`src/rtl/hvsync_gen.sv`:
```
// Video timing generator: free-running h/v counters, registered sync/de/coordinate
// outputs with one cycle of latency, and a small test-pattern colour source.
module hvsync_gen #(
  parameter int   H_SYNC  = 144,
  parameter int   H_BACK  = 248,
  parameter int   H_ACT   = 1280,
  parameter int   H_FRONT = 16,
  parameter int   V_SYNC  = 3,
  parameter int   V_BACK  = 38,
  parameter int   V_ACT   = 1024,
  parameter int   V_FRONT = 1,
  parameter logic H_POL   = 1'b1,
  parameter logic V_POL   = 1'b1,
  parameter int   CW      = 12,
  parameter int   CDW     = 4
) (
  input  logic             pixel_clock,
  input  logic             reset_n,
  input  logic [1:0]       mode,
  input  logic [3*CDW-1:0] solid_rgb,
  output logic             hsync,
  output logic             vsync,
  output logic             de,
  output logic [CW-1:0]    x,
  output logic [CW-1:0]    y,
  output logic             frame_start,
  output logic [CDW-1:0]   r,
  output logic [CDW-1:0]   g,
  output logic [CDW-1:0]   b
);

  localparam int H_TOTAL   = H_SYNC + H_BACK + H_ACT + H_FRONT;
  localparam int V_TOTAL   = V_SYNC + V_BACK + V_ACT + V_FRONT;
  localparam int H_A_START = H_SYNC + H_BACK;
  localparam int V_A_START = V_SYNC + V_BACK;

  typedef enum logic [1:0] {
    MODE_BLACK = 2'd0,
    MODE_XOR   = 2'd1,
    MODE_BARS  = 2'd2,
    MODE_SOLID = 2'd3
  } mode_e;

  logic [CW-1:0]  hcount_q, hcount_d;
  logic [CW-1:0]  vcount_q, vcount_d;
  mode_e          mode_q, mode_d, mode_eff;
  logic           hsync_q, hsync_d, vsync_q, vsync_d;
  logic           de_q, de_d, fs_q, fs_d;
  logic [CW-1:0]  x_q, x_d, y_q, y_d;
  logic [CDW-1:0] r_q, r_d, g_q, g_d, b_q, b_d;

  int            h, v, x_int, y_int;
  logic          at_origin;
  logic [CW-1:0] xor_v;
  logic [2:0]    bar_k;

  // NOTE: every variable gets a default at the top of always_comb so no path can infer a latch.
  always_comb begin
    h         = int'(hcount_q);
    v         = int'(vcount_q);
    x_int     = h - H_A_START;
    y_int     = v - V_A_START;
    at_origin = (hcount_q == '0) && (vcount_q == '0);

    hcount_d = (h == H_TOTAL - 1) ? '0 : hcount_q + CW'(1);
    vcount_d = vcount_q;
    if (h == H_TOTAL - 1) vcount_d = (v == V_TOTAL - 1) ? '0 : vcount_q + CW'(1);

    // Mode is captured only at the frame origin so a pattern never changes mid-frame.
    mode_d   = at_origin ? mode_e'(mode) : mode_q;
    mode_eff = mode_d;

    hsync_d = (h < H_SYNC) ? H_POL : ~H_POL;
    vsync_d = (v < V_SYNC) ? V_POL : ~V_POL;
    de_d    = (h >= H_A_START) && (h < H_A_START + H_ACT) &&
              (v >= V_A_START) && (v < V_A_START + V_ACT);
    fs_d    = at_origin;
    x_d     = de_d ? CW'(x_int) : x_q;
    y_d     = de_d ? CW'(y_int) : y_q;

    xor_v = CW'(x_int) ^ CW'(y_int);

    // Bar index floor(x*8/H_ACT) as a count of constant thresholds crossed; no divider.
    bar_k = '0;
    for (int i = 1; i < 8; i++)
      if (x_int * 8 >= i * H_ACT) bar_k = bar_k + 3'd1;

    r_d = '0;
    g_d = '0;
    b_d = '0;
    if (de_d) begin
      unique case (mode_eff)
        MODE_XOR: begin
          r_d = CDW'(xor_v >> 6);
          g_d = CDW'(xor_v >> 4);
          b_d = CDW'(xor_v >> 2);
        end
        MODE_BARS: begin
          r_d = {CDW{bar_k[2]}};
          g_d = {CDW{bar_k[1]}};
          b_d = {CDW{bar_k[0]}};
        end
        MODE_SOLID: {r_d, g_d, b_d} = solid_rgb;
        default: ;
      endcase
    end
  end

  // NOTE: state registers use non-blocking assignments and every one, including the latched mode, is reset.
  always_ff @(posedge pixel_clock or negedge reset_n) begin
    if (!reset_n) begin
      hcount_q <= '0;
      vcount_q <= '0;
      mode_q   <= MODE_BLACK;
      hsync_q  <= ~H_POL;
      vsync_q  <= ~V_POL;
      de_q     <= 1'b0;
      fs_q     <= 1'b0;
      x_q      <= '0;
      y_q      <= '0;
      r_q      <= '0;
      g_q      <= '0;
      b_q      <= '0;
    end else begin
      hcount_q <= hcount_d;
      vcount_q <= vcount_d;
      mode_q   <= mode_d;
      hsync_q  <= hsync_d;
      vsync_q  <= vsync_d;
      de_q     <= de_d;
      fs_q     <= fs_d;
      x_q      <= x_d;
      y_q      <= y_d;
      r_q      <= r_d;
      g_q      <= g_d;
      b_q      <= b_d;
    end
  end

  assign hsync       = hsync_q;
  assign vsync       = vsync_q;
  assign de          = de_q;
  assign x           = x_q;
  assign y           = y_q;
  assign frame_start = fs_q;
  assign r           = r_q;
  assign g           = g_q;
  assign b           = b_q;

endmodule

```
`config.mk`:
```
export PLATFORM = sky130hd
export DESIGN_NAME = hvsync_gen
export DESIGN_NICKNAME = d
export VERILOG_FILES = /design/src/rtl/hvsync_gen.sv
export SDC_FILE = /design/constraint.sdc
export NUM_CORES = 1
export LEC_CHECK = 0
export CAP_MARGIN = 30
export CORE_ASPECT_RATIO = 2
export CORE_UTILIZATION = 30
export CTS_BUF_LIST = sky130_fd_sc_hd__clkbuf_8 sky130_fd_sc_hd__clkbuf_16
export DETAILED_ROUTE_END_ITERATION = 6
export PLACE_DENSITY_LB_ADDON = 0.1
export SLEW_MARGIN = 15
export SYNTH_ARGS = -nofsm -noshare
export SYNTH_HDL_FRONTEND = slang
export SYNTH_SLANG_ARGS = --single-unit
```
`constraint.sdc`:
```
create_clock -name pixel_clock -period 5.2 [get_ports pixel_clock]
set_input_delay 1.56 -clock pixel_clock [delete_from_list [all_inputs] [get_ports pixel_clock]]
set_output_delay 1.56 -clock pixel_clock [all_outputs]
set_load 0.01 [all_outputs]
```
# After elaboration in Yosys (flattened, before gate mapping)
# Cells that the tools add are included.
[op_classes]
eq_ne = 5
bitwise = 1
n_addsub = 10
magnitude_cmp = 13
reduce_logical = 6
n_mux = 18
[ops]
columns = ["op", "n"]
rows = [
  ["16-bit by 14-bit >= comparator with 1-bit output (second input constant)", 3],
  ["4-bit one-hot mux with 3 select lines", 3],
  ["16-bit by 13-bit >= comparator with 1-bit output (second input constant)", 2],
  ["12-bit by 1-bit adder with 12-bit output (second input constant)", 2],
  ["12-bit equality test (second input constant)", 2],
  ["12-bit logical NOT", 2],
  ["12-bit by 11-bit less-than comparator with 1-bit output (second input constant)", 2],
  ["12-bit two-way mux", 2],
  ["3-bit by 1-bit adder with 3-bit output (second input constant)", 6],
  ["3-bit two-way mux", 6],
  ["16-bit by 12-bit >= comparator with 1-bit output (second input constant)", 1],
  ["16-bit by 15-bit >= comparator with 1-bit output (second input constant)", 1],
  ["12-bit by 9-bit subtractor with 13-bit output (second input constant)", 1],
  ["12-bit by 6-bit >= comparator with 1-bit output (second input constant)", 1],
  ["12-bit by 9-bit >= comparator with 1-bit output (second input constant)", 1],
  ["12-bit by 2-bit less-than comparator with 1-bit output (second input constant)", 1],
  ["12-bit by 8-bit less-than comparator with 1-bit output (second input constant)", 1],
  ["4-bit two-way mux", 3],
  ["12-bit by 6-bit subtractor with 12-bit output (second input constant)", 1],
  ["10-bit XOR", 1],
  ["2-bit equality test (second input constant)", 2],
  ["1-bit logical AND", 4],
  ["1-bit two-way mux", 3],
  ["2-bit by 1-bit equality test with 1-bit output (second input constant)", 1],
  ["2-bit two-way mux", 1],
]
[totals]
register_bits = 66
word_cells = 65
input_bits = 16

# Logic depth before layout (Yosys ltp)
# Gate-level depths: netlist of the first run.
[logic_depth]
ltp_word = 17
ltp_mapped = 29
depth_no_buf = 27

# Worst setup path before layout of the first run
# Ideal clock, no wire load.
[synth_timing]
path_type = "register to register"
startpoint = "reg hcount_q[3]"
endpoint = "reg r_q[0] (netlist: r[0])"
setup_slack_ps = -164
path_stages_with_launch = 29
setup_ps = 79
arrival_time_ps = 5285
path_buffers = 3
period_less_slack_ps = 5364
required_time_ps = 5121
path_cell_list = "dfrtp_1 > buf_2 > inv_1 > ha_1 > or3b_1 > buf_2 > o211a_1 > a32o_2 > a21o_1 > ha_1 > clkbuf_2 > xnor2_1 > inv_1 > ha_1 > nand3_1 > o31ai_1 > xnor2_1 > o21ai_0 > ha_1 > inv_1 > o221ai_1 > or2_2 > ha_1 > inv_1 > a211oi_1 > o31ai_4 > xnor2_1 > mux2i_1 > o21bai_1"
[synth_rtl]
columns = ["item", "line_no", "text"]
rows = [
  ["start: declaration", "44", "logic [CW-1:0] hcount_q, hcount_d;"],
  ["start signal: assignment", "125", "hcount_q <= hcount_d;"],
  ["end signal: assignment", "134", "r_q <= r_d;"],
  ["end: declaration", "50", "logic [CDW-1:0] r_q, r_d, g_q, g_d, b_q, b_d;"],
]

# Final worst setup path of the first run
[layout_timing]
startpoint = "reg hcount_q[3]"
endpoint = "reg r_q[1] (netlist: r[1])"
[layout_between]
elab_chain_cells = 17
[layout_rtl]
columns = ["item", "line_no", "text"]
rows = [
  ["12-bit by 9-bit subtractor with 13-bit output", "61", "x_int = h - H_A_START;"],
  ["16-bit by 12-bit >= comparator with 1-bit output", "86", "if (x_int * 8 >= i * H_ACT) bar_k = bar_k + 3'd1;"],
  ["1-bit two-way mux", "86", ""],
  ["3-bit by 1-bit adder with 3-bit output", "86", ""],
  ["3-bit two-way mux", "86", ""],
  ["3-bit by 1-bit adder with 3-bit output", "86", ""],
  ["3-bit two-way mux", "86", ""],
  ["3-bit by 1-bit adder with 3-bit output", "86", ""],
  ["[... 2 more ...]", "-", ""],
  ["3-bit two-way mux", "86", ""],
  ["3-bit by 1-bit adder with 3-bit output", "86", ""],
  ["3-bit two-way mux", "86", ""],
  ["3-bit by 1-bit adder with 3-bit output", "86", ""],
  ["3-bit two-way mux", "86", ""],
  ["4-bit one-hot mux with 3 select lines", "92", "unique case (mode_eff)"],
  ["4-bit two-way mux (*)", "91", "if (de_d) begin"],
  ["named net r_d[1]", "50", ""],
]
# Mark *: on every way through the listed nets, which the timed path passes. The rest lies on a longest branch.
# A chain may end at the register's enable or synchronous reset.

==> flow_summary_export.csv, run 1 <==
group,metric,value,unit
global_routing,antenna_found_initial,0,
power,powerDensity,220,mW/mm²
global_routing,grt_util_all_layers,17.8,%
sta,min_period,4.97,ns
floorplanning,core,0.0135,mm²
setup_path,cp.required,5.40,ns
cells_and_area,final_util,41.0,%
logic_synthesis,synth_edf_count,0,
power,power.static_leakage,2.40,nW
detailed_routing,first_pass_iters,4,
global_routing,grt_pass1_wl,19.1,mm
cts,clkTransAtPathRegs,0.06,ns
logic_synthesis,synth_seq_area_share,39.8,%
sta,final.period_utilization,95.6,%
sta,worstMarginPinSlew,0.818,ns
sta,tns,0,ns
logic_synthesis,synthAdderAreaFrac,3.92,%
cts,tritoncts,"done",
logic_synthesis,synthXorXnorAreaFrac,9.46,%
power,max-vdd-ir-drop,0.168,mV
cts,root_buffer,"clkbuf_16",
global_routing,grt_start_max_net_pins,41,
flow_run,cap_violations,0,
logic_synthesis,yosysWarnings,0,
global_routing,overflow,0,
power,seqPwrFrac,42.3,%
logic_synthesis,ys.flop_type,"dfrtp_1",
floorplanning,start_util,30.7,%
min_path,hold_class,"flip-flop to flip-flop",
run_status,status,"finished clean",
logic_synthesis,synth.area.top_cells,"dfrtp_1 40%, xnor2_1 5.9%, nor2_1 4.1%",
logic_synthesis,synth_top_area_share,39.8,%
detailed_routing,viasPerCell,5.06,
setup_path,crit_path_start_kind,"flip-flop",
floorplanning,num_io_pins,56,
logic_synthesis,synth.largest_area_cell,"dfrtp_1",
cells_and_area,final_cell_mix,"66 x dfrtp_1, 54 x clkdlybuf4s50_1, 45 x nor2_1",
cts,cts_made_buffers,9,
floorplanning,die_w,85.2,µm
detailed_routing,final_antenna_net_count,0,
detailed_routing,vias,3426,
cells_and_area,area_growth,33.5,%
cts,cts.sinks,66,
power,clock_power_share,54.9,%
setup_path,worst_ep_arrival_time,5.17,ns
power,power_frac_comb,2.8,%
logic_synthesis,synthesis.nets,465,
logic_synthesis,muxShareOfSynthArea,5.03,%
placed_design,port_buffers,55,
cells_and_area,diodes,0,
sta,fin_skew,0.00990,ns
logic_synthesis,syn-cell-area,0.00415,mm²
power,p_int,963,µW
logic_synthesis,synth_top_family_by_area,"simple AND/OR/NAND/NOR gates",
detailed_routing,routed_wirelength,12.1,mm
setup_path,crit_type,"flip-flop to flip-flop",
sta,max_freq,201,MHz
cells_and_area,layout_commonest_cell,"dfrtp_1",
cts,clock_path_buffers,2,
floorplanning,row_count,60,
logic_synthesis,synthCells,436,
power,power_switching,254,µW
cells_and_area,fin_nets,546,
power,switching_share,20.8,%
logic_synthesis,synth_compound_area_share,15.8,%
floorplanning,dieHeight,168,µm
logic_synthesis,synth_cell_types,75,
placed_design,gp_congestion,0.848,
cells_and_area,n_fill_cell,1368,
floorplanning,fp.dieArea,0.0143,mm²
logic_synthesis,syn_area_per_cell,9.52,µm²
cells_and_area,regArea,0.00165,mm²
detailed_routing,drc_errors,0,
setup_path,end_kind,"flip-flop",
cells_and_area,multiInputGateArea,0.00241,mm²
detailed_routing,drtIter0Drc,123,
logic_synthesis,synth-simple-area-share,20.3,%
cells_and_area,layout-drive-gt1-share,21.6,%
global_routing,grt_pass1_vias,3606,
cts,cts_max_level,3,
logic_synthesis,synth_seq_cells,66,
detailed_routing,wl_per_cell,17.9,µm
cts,clkLatencyLatePin,0.34,ns
setup_path,path_max_fanout,5,
logic_synthesis,synthArstFlopShare,100,%
placed_design,dp_hpwl,9.34,mm
sta,slew_viol_final,0,
sta,finalSetupViolCount,0,
sta,hold_violations,0,
sta,slew_headroom,45.0,%
[power by group through the flow]
stage               clock, mW  sequential, mW  combinational (mW)
finish                  0.668           0.515              0.0338
global route            0.703           0.514              0.0389
CTS                     0.686           0.515              0.0351
detailed placement          0           0.524              0.0349
global placement            0           0.524              0.0333
floorplan                   0           0.524             0.00858
[critical path: stages (launching register included)]
cell and delay, ns:
dfrtp_1 0.41, buf_6 0.14, or4_4 0.54, o211a_1 0.22
a32o_2 0.25, a21o_4 0.24, ha_4 0.26, xnor2_4 0.16
inv_2 0.06, ha_4 0.29, nand3_4 0.08, o31ai_4 0.10
xnor2_1 0.15, o21ai_1 0.09, ha_1 0.28, inv_1 0.04
o221ai_2 0.17, or2_4 0.14, ha_2 0.16, inv_2 0.04
a2111o_1 0.38, o31ai_4 0.08, xnor2_2 0.14, mux2i_1 0.09
buf_4 0.16, o21bai_1 0.15
[cell families after synthesis]
logic type	after synthesis
compound gates	93
flops	66
fa+ha+maj	13
xor+xnor	44
simple gates	152
mux	19
buf+inv	49
[cell usage after synthesis, types with 3 or more instances]
master,count
inv_1,23
ha_1,13
nor2_1,45
o221ai_1,3
or2b_1,3
o211a_1,3
nand3_1,12
xor2_1,15
nand2_1,24
a22oi_1,6
buf_4,3
buf_2,6
dfrtp_1,66
and2_1,6
clkbuf_2,3
o31ai_1,3
and3_1,4
clkbuf_1,9
o21ai_1,3
o211ai_1,7
o31a_1,3
mux2i_1,7
nand4_1,7
o21ai_0,16
nor3_1,14
a21oi_1,25
mux2_2,11
buf_6,4
nand2b_1,3
xnor2_1,28
nor2b_1,5
or2_2,3
[cell type report]
cell class | count | area share [%]
Tap cell | 155 | 3.50
Sequential cell | 66 | 29.8
Inverter | 23 | 1.56
Timing Repair Buffer | 96 | 15.7
Clock inverter | 6 | 1.58
Clock buffer | 10 | 4.31
Multi-Input combinational cell | 321 | 43.6
[state kept, by name, indices dropped and copies added (netlist names)]
register,count
x,12
r,4
de,1
b,4
frame_start,1
g,4
hcount_q,12
mode_q,2
vcount_q,12
vsync,1
y,12
hsync,1
[what timing repair did]
action / 4_1_cts / 5_1_grt
setup buffers: 2 / 9
setup endpoints to repair: 4 / 4
resized for setup: 0 / 25
hold buffers: 0 / 0
pin swaps: 1 / 15
[worst paths after layout]
path / depth (start not counted) / start / slack [ns] / endpoint
worst min-delay path: 1 / y[1]$_DFFE_PN0P_ / 0.51 / y[1]$_DFFE_PN0P_
worst min register to register: 1 / y[1]$_DFFE_PN0P_ / 0.51 / y[1]$_DFFE_PN0P_
max in group asynchronous: 2 / reset_n / 3.45 / vcount_q[0]$_DFFE_PN0N_
worst max-delay path: 25 / hcount_q[3]$_DFF_PN0_ / 0.23 / r[1]$_DFF_PN0_
worst max register to register: 25 / hcount_q[3]$_DFF_PN0_ / 0.23 / r[1]$_DFF_PN0_
min in group asynchronous: 1 / reset_n / 1.12 / b[0]$_DFF_PN0_
[routing by layer]
metal / track usage [%] / part of all wire (%)
met3: 2.89 / 3.2
met2: 34.5 / 56
met5: 0 / 0
met1: 17.8 / 37
met4: 8.47 / 3.6
[per-stage QoR]
stage	cells	power [mW]	instance area, µm²	worst slack (ns)	hold WS [ns]
2_1_floorplan	436	0.533	4170	0.0314	0.489
3_3_place_gp	649	0.557	4980	0.0947	0.496
3_5_place_dp	650	0.559	5000	-0.0248	0.495
4_1_cts	668	1.24	5340	0.0149	0.515
5_1_grt	677	1.26	5540	-0.0323	0.534
6_report	677	1.22	5540	0.229	0.507
Power figures use the tool's default switching activity.
==> run 2, diff against run 1 <==
--- a/config.mk
+++ b/config.mk
@@ -11,7 +11,6 @@
 export CTS_BUF_LIST = sky130_fd_sc_hd__clkbuf_8 sky130_fd_sc_hd__clkbuf_16
 export DETAILED_ROUTE_END_ITERATION = 6
 export PLACE_DENSITY_LB_ADDON = 0.1
-export SLEW_MARGIN = 15
 export SYNTH_ARGS = -nofsm -noshare
 export SYNTH_HDL_FRONTEND = slang
 export SYNTH_SLANG_ARGS = --single-unit
==> flow_summary_export.csv, run 2 (synthesis results as in run 1) <==
group,metric,value,unit
sta,finalSetupViolCount,0,
cts,clkTransAtPathRegs,0.06,ns
cells_and_area,n_fill_cell,1360,
placed_design,dp_hpwl,9.32,mm
cts,cts.sinks,66,
global_routing,grt_pass1_wl,18.9,mm
cts,cts_made_buffers,9,
cells_and_area,layout-drive-gt1-share,20.3,%
floorplanning,dieHeight,168,µm
flow_run,cap_violations,0,
floorplanning,num_io_pins,56,
power,max-vdd-ir-drop,0.164,mV
cts,ctsHoldBuffers,0,
detailed_routing,vias,3413,
floorplanning,die_w,85.2,µm
cells_and_area,diodes,0,
sta,tns,0,ns
sta,slew_headroom,46.8,%
floorplanning,row_count,60,
setup_path,path_max_fanout,4,
sta,fin_skew,0.00964,ns
setup_path,crit_type,"flip-flop to flip-flop",
cts,root_buffer,"clkbuf_16",
sta,fin_hold_ws,0.507,ns
run_status,status,"finished clean",
power,powerDensity,221,mW/mm²
power,power,1.21,mW
cells_and_area,layout_commonest_cell,"dfrtp_1",
cells_and_area,fin_nets,540,
cells_and_area,final_util,40.6,%
cells_and_area,final_cell_mix,"66 x dfrtp_1, 54 x clkdlybuf4s50_1, 45 x nor2_1",
detailed_routing,viasPerCell,5.09,
setup_path,cp.required,5.42,ns
placed_design,port_buffers,55,
sta,worstMarginPinSlew,0.792,ns
floorplanning,fp.dieArea,0.0143,mm²
global_routing,antenna_found_initial,0,
global_routing,grt_pass1_vias,3589,
cts,cts_max_level,3,
setup_path,crit_path_start_kind,"flip-flop",
floorplanning,core,0.0135,mm²
sta,slew_viol_final,0,
detailed_routing,final_antenna_net_count,0,
detailed_routing,drtIter0Drc,118,
sta,hold_violations,0,
detailed_routing,first_pass_iters,4,
sta,max_freq,203,MHz
cells_and_area,multiInputGateArea,0.00240,mm²
global_routing,grt_util_all_layers,17.5,%
setup_path,end_kind,"flip-flop",
power,power.static_leakage,2.38,nW
global_routing,grt_start_max_net_pins,41,
floorplanning,start_util,30.7,%
cts,clock_path_buffers,2,
setup_path,worst_ep_arrival_time,5.15,ns
detailed_routing,wl_per_cell,17.8,µm
placed_design,gp_congestion,0.848,
min_path,hold_class,"flip-flop to flip-flop",
cells_and_area,regArea,0.00165,mm²
sta,final.period_utilization,94.8,%
detailed_routing,routed_wirelength,11.9,mm
cts,tritoncts,"done",
global_routing,overflow,0,
detailed_routing,drc_errors,0,
cells_and_area,area_growth,32.2,%
sta,min_period,4.93,ns
cts,clkLatencyLatePin,0.33,ns
run 2: cell count changes in the layout (fill, tap and decap cells not counted), sizes merged:
cell,delta
buf,-6
run 2: what timing repair did:
action                                  in CTS  in global routing
pin swaps                                    1                  9
endpoints found under the setup margin       4                  4
resized for setup                            0                 22
buffers inserted                             2                  3
run 2: worst paths after layout:
path	startpoint	end	slack, ns	cells past startpoint
setup / recovery	hcount_q[4]$_DFF_PN0_	r[3]$_DFF_PN0_	0.27	27
hold / removal	y[1]$_DFFE_PN0P_	y[1]$_DFFE_PN0P_	0.51	1
setup reg to reg	hcount_q[4]$_DFF_PN0_	r[3]$_DFF_PN0_	0.27	27
hold reg to reg	y[1]$_DFFE_PN0P_	y[1]$_DFFE_PN0P_	0.51	1
max in group asynchronous	reset_n	vcount_q[2]$_DFFE_PN0N_	3.56	2
min in group asynchronous	reset_n	b[0]$_DFF_PN0_	1.07	1
run 2: area by class of cell:
type,instances,share of cell area (%)
multi-input combinational,321,43.7
tap,155,3.53
timing repair buffer,90,15.2
sequential,66,30.1
inverter,23,1.57
clock buffer,10,4.35
clock inverter,6,1.60
run 2: power breakdown:
group	switching (mW)	internal, mW
registers	0.000210	0.515
logic	0.0188	0.0151
clock network	0.231	0.433
run 2: metrics by stage:
| step | setup slack (ns) | instances | instance area (µm²) |
|---|---|---|---|
| floorplan | 0.0314 | 436 | 4170 |
| global placement | 0.0947 | 649 | 4980 |
| detailed placement | -0.0275 | 650 | 5000 |
| CTS | 0.00156 | 668 | 5340 |
| global route | -0.0190 | 671 | 5490 |
| finish | 0.270 | 671 | 5490 |
run 2: layer usage:
layer  routed length (µm)  vias to the layer above  track usage, %  share of wire (%)
li1                     -                     1677               -                  -
met1                 4530                     1636            17.4                 38
met2                 6670                       78            34.1                 56
met3                  344                       22            3.04                2.9
met4                  410                        0            8.11                3.4
met5                    0                        -               0                  0
run 2: worst max-delay path, cell delays in order, from the launching register on:
cell and delay (ns):
dfrtp_1 0.41, inv_2 0.09, ha_4 0.12, or3b_4 0.40, buf_12 0.14, o211a_1 0.10
a32o_2 0.25, a21o_4 0.23, ha_4 0.28, xnor2_2 0.12, inv_2 0.06, ha_4 0.29
nand3_4 0.08, o31ai_4 0.10, xnor2_1 0.15, o21ai_1 0.09, ha_1 0.28, inv_1 0.07
o221ai_2 0.11, or2_4 0.26, ha_1 0.21, inv_2 0.07, a211oi_2 0.05, o31ai_4 0.30
xnor2_2 0.14, mux2i_1 0.09, buf_4 0.16, a31o_1 0.18
==> run 3, diff against run 2 <==
==> config.mk (replaced) <==
export PLATFORM = sky130hd
export DESIGN_NAME = hvsync_gen
export DESIGN_NICKNAME = d
export VERILOG_FILES = /design/src/rtl/hvsync_gen.sv
export SDC_FILE = /design/constraint.sdc
export NUM_CORES = 1
export LEC_CHECK = 0
export CAP_MARGIN = 20
export CORE_ASPECT_RATIO = 2
export CORE_UTILIZATION = 30
export DETAILED_ROUTE_END_ITERATION = 6
export SYNTH_ARGS = -nofsm -noshare
export SYNTH_HDL_FRONTEND = slang
export SYNTH_SLANG_ARGS = --single-unit
==> flow_summary_export.csv, run 3 (synthesis results as in run 1) <==
group,metric,value,unit
sta,fin_ws,0.205,ns
sta,max_freq,200,MHz
cells_and_area,area_growth,30.3,%
cts,ctsHoldBuffers,0,
placed_design,gp_congestion,0.892,
sta,min_period,5.00,ns
power,max-vdd-ir-drop,0.159,mV
cts,cts_max_level,3,
detailed_routing,first_pass_iters,4,
sta,slew_viol_final,0,
setup_path,worst_ep_arrival_time,5.25,ns
sta,fin_skew,0.00733,ns
cells_and_area,layout-drive-gt1-share,20.6,%
detailed_routing,viasPerCell,5.21,
power,powerDensity,205,mW/mm²
setup_path,crit_path_start_kind,"flip-flop",
global_routing,grt_util_all_layers,16.2,%
global_routing,grt_pass1_vias,3554,
run_status,status,"finished clean",
sta,finalSetupViolCount,0,
cts,clkTransAtPathRegs,0.06,ns
setup_path,r2r_cells,23,
setup_path,cp.required,5.46,ns
min_path,hold_class,"flip-flop to flip-flop",
global_routing,grt_pass1_wl,17.9,mm
floorplanning,start_util,30.7,%
detailed_routing,final_antenna_net_count,0,
detailed_routing,vias,3490,
placed_design,port_buffers,55,
floorplanning,dieHeight,168,µm
detailed_routing,routed_wirelength,11.3,mm
power,power.static_leakage,2.33,nW
cts,root_buffer,"clkbuf_16",
min_path,whs_path_depth,1,
setup_path,crit_type,"flip-flop to flip-flop",
sta,worstMarginPinSlew,0.832,ns
flow_run,cap_violations,0,
global_routing,antenna_found_initial,0,
floorplanning,row_count,60,
detailed_routing,wl_per_cell,16.9,µm
cells_and_area,final_cell_mix,"64 x dfrtp_1, 54 x clkdlybuf4s50_1, 44 x nor2_1",
detailed_routing,drtIter0Drc,134,
cells_and_area,fin_nets,539,
cts,cts.sinks,66,
cells_and_area,n_fill_cell,1324,
cts,clock_path_buffers,2,
floorplanning,die_w,85.2,µm
placed_design,dp_hpwl,8.66,mm
placed_design,place_inst,645,
sta,slew_headroom,44.1,%
cells_and_area,diodes,0,
cts,clkLatencyLatePin,0.34,ns
floorplanning,num_io_pins,56,
cells_and_area,final_util,40.0,%
cts,cts_made_buffers,9,
detailed_routing,drc_errors,0,
global_routing,grt_start_max_net_pins,41,
cells_and_area,stdcell_count,670,
floorplanning,core,0.0135,mm²
setup_path,end_kind,"flip-flop",
placed_design,pre_cts_slack,-0.0591,ns
cells_and_area,layout_commonest_cell,"dfrtp_1",
floorplanning,fp.dieArea,0.0143,mm²
cts,tritoncts,"done",
sta,final.period_utilization,96.1,%
sta,hold_violations,0,
global_routing,overflow,0,
setup_path,path_max_fanout,5,
run 3: cell count changes in the layout (fill, tap and decap cells not counted), moves of 2 or more:
cell	change
clkinvlp_4	+2
dfrtp_2	+2
dfrtp_1	-2
buf_12	-2
bufinv_16	-2
run 3: worst max-delay path, cell delays in order, from the launching register on:
cell and delay (ns):
dfrtp_1 0.40, or4_4 0.58, o211a_1 0.23, a32o_2 0.24, a21o_4 0.25, ha_4 0.28
xnor2_2 0.11, inv_1 0.10, ha_4 0.30, nand3_4 0.09, o31ai_4 0.10, xnor2_1 0.14
o21ai_0 0.10, ha_1 0.29, inv_1 0.07, o221ai_2 0.11, or2_2 0.32, ha_1 0.21
inv_2 0.06, a211oi_2 0.05, o31ai_4 0.30, xnor2_2 0.15, mux2i_2 0.30, o21bai_1 0.14
run 3: routing by layer:
layer  up-vias  track usage [%]  wire length, µm
li1       1682                -                -
met1      1695             16.4             4320
met2        91             30.8             6250
met3        22             3.38              409
met4         0             7.89              349
met5         -                0                0
run 3: path summary, 6_finish.rpt:
check                                 startpoint                     end  slack (ns)
hold reg to reg                 y[6]$_DFFE_PN0P_        y[6]$_DFFE_PN0P_        0.51
hold / removal                  y[6]$_DFFE_PN0P_        y[6]$_DFFE_PN0P_        0.51
setup / recovery           hcount_q[3]$_DFF_PN0_          r[1]$_DFF_PN0_        0.20
min in group asynchronous                reset_n  hcount_q[11]$_DFF_PN0_        1.25
max in group asynchronous                reset_n   hcount_q[6]$_DFF_PN0_        2.99
setup reg to reg           hcount_q[3]$_DFF_PN0_          r[1]$_DFF_PN0_        0.20
run 3: area by class of cell:
cell class	instances	area (µm²)	share of cell area (%)
multi-input combinational	321	2390	44.3
sequential	66	1650	30.6
timing repair buffer	89	801	14.8
clock buffer	9	225	4.16
tap	155	194	3.59
inverter	23	86.3	1.60
clock inverter	7	53.8	0.995
run 3: per-stage QoR:
step           TNS [ns]  hold WS, ns  cell area, µm²  power, mW
2_1_floorplan         0        0.489            4170      0.533
3_3_place_gp          0        0.506            4950      0.556
3_5_place_dp     -0.193        0.499            4950      0.556
4_1_cts               0        0.520            5240       1.13
5_1_grt         -0.0600        0.530            5410       1.16
6_report              0        0.510            5410       1.11
run 3: repair_timing:
| action | in CTS | in global routing |
|---|---|---|
| pin swaps | 0 | 10 |
| endpoints found under the hold margin | 0 | 0 |
| resized for setup | 3 | 19 |
| endpoints found under the setup margin | 4 | 4 |
| buffers inserted | 0 | 9 |
run 3: where the power goes:
group | internal, mW | switching [mW]
Sequential | 0.514 | 0.000190
Clock | 0.326 | 0.239
Combinational | 0.0135 | 0.0182
Total | 0.854 | 0.257
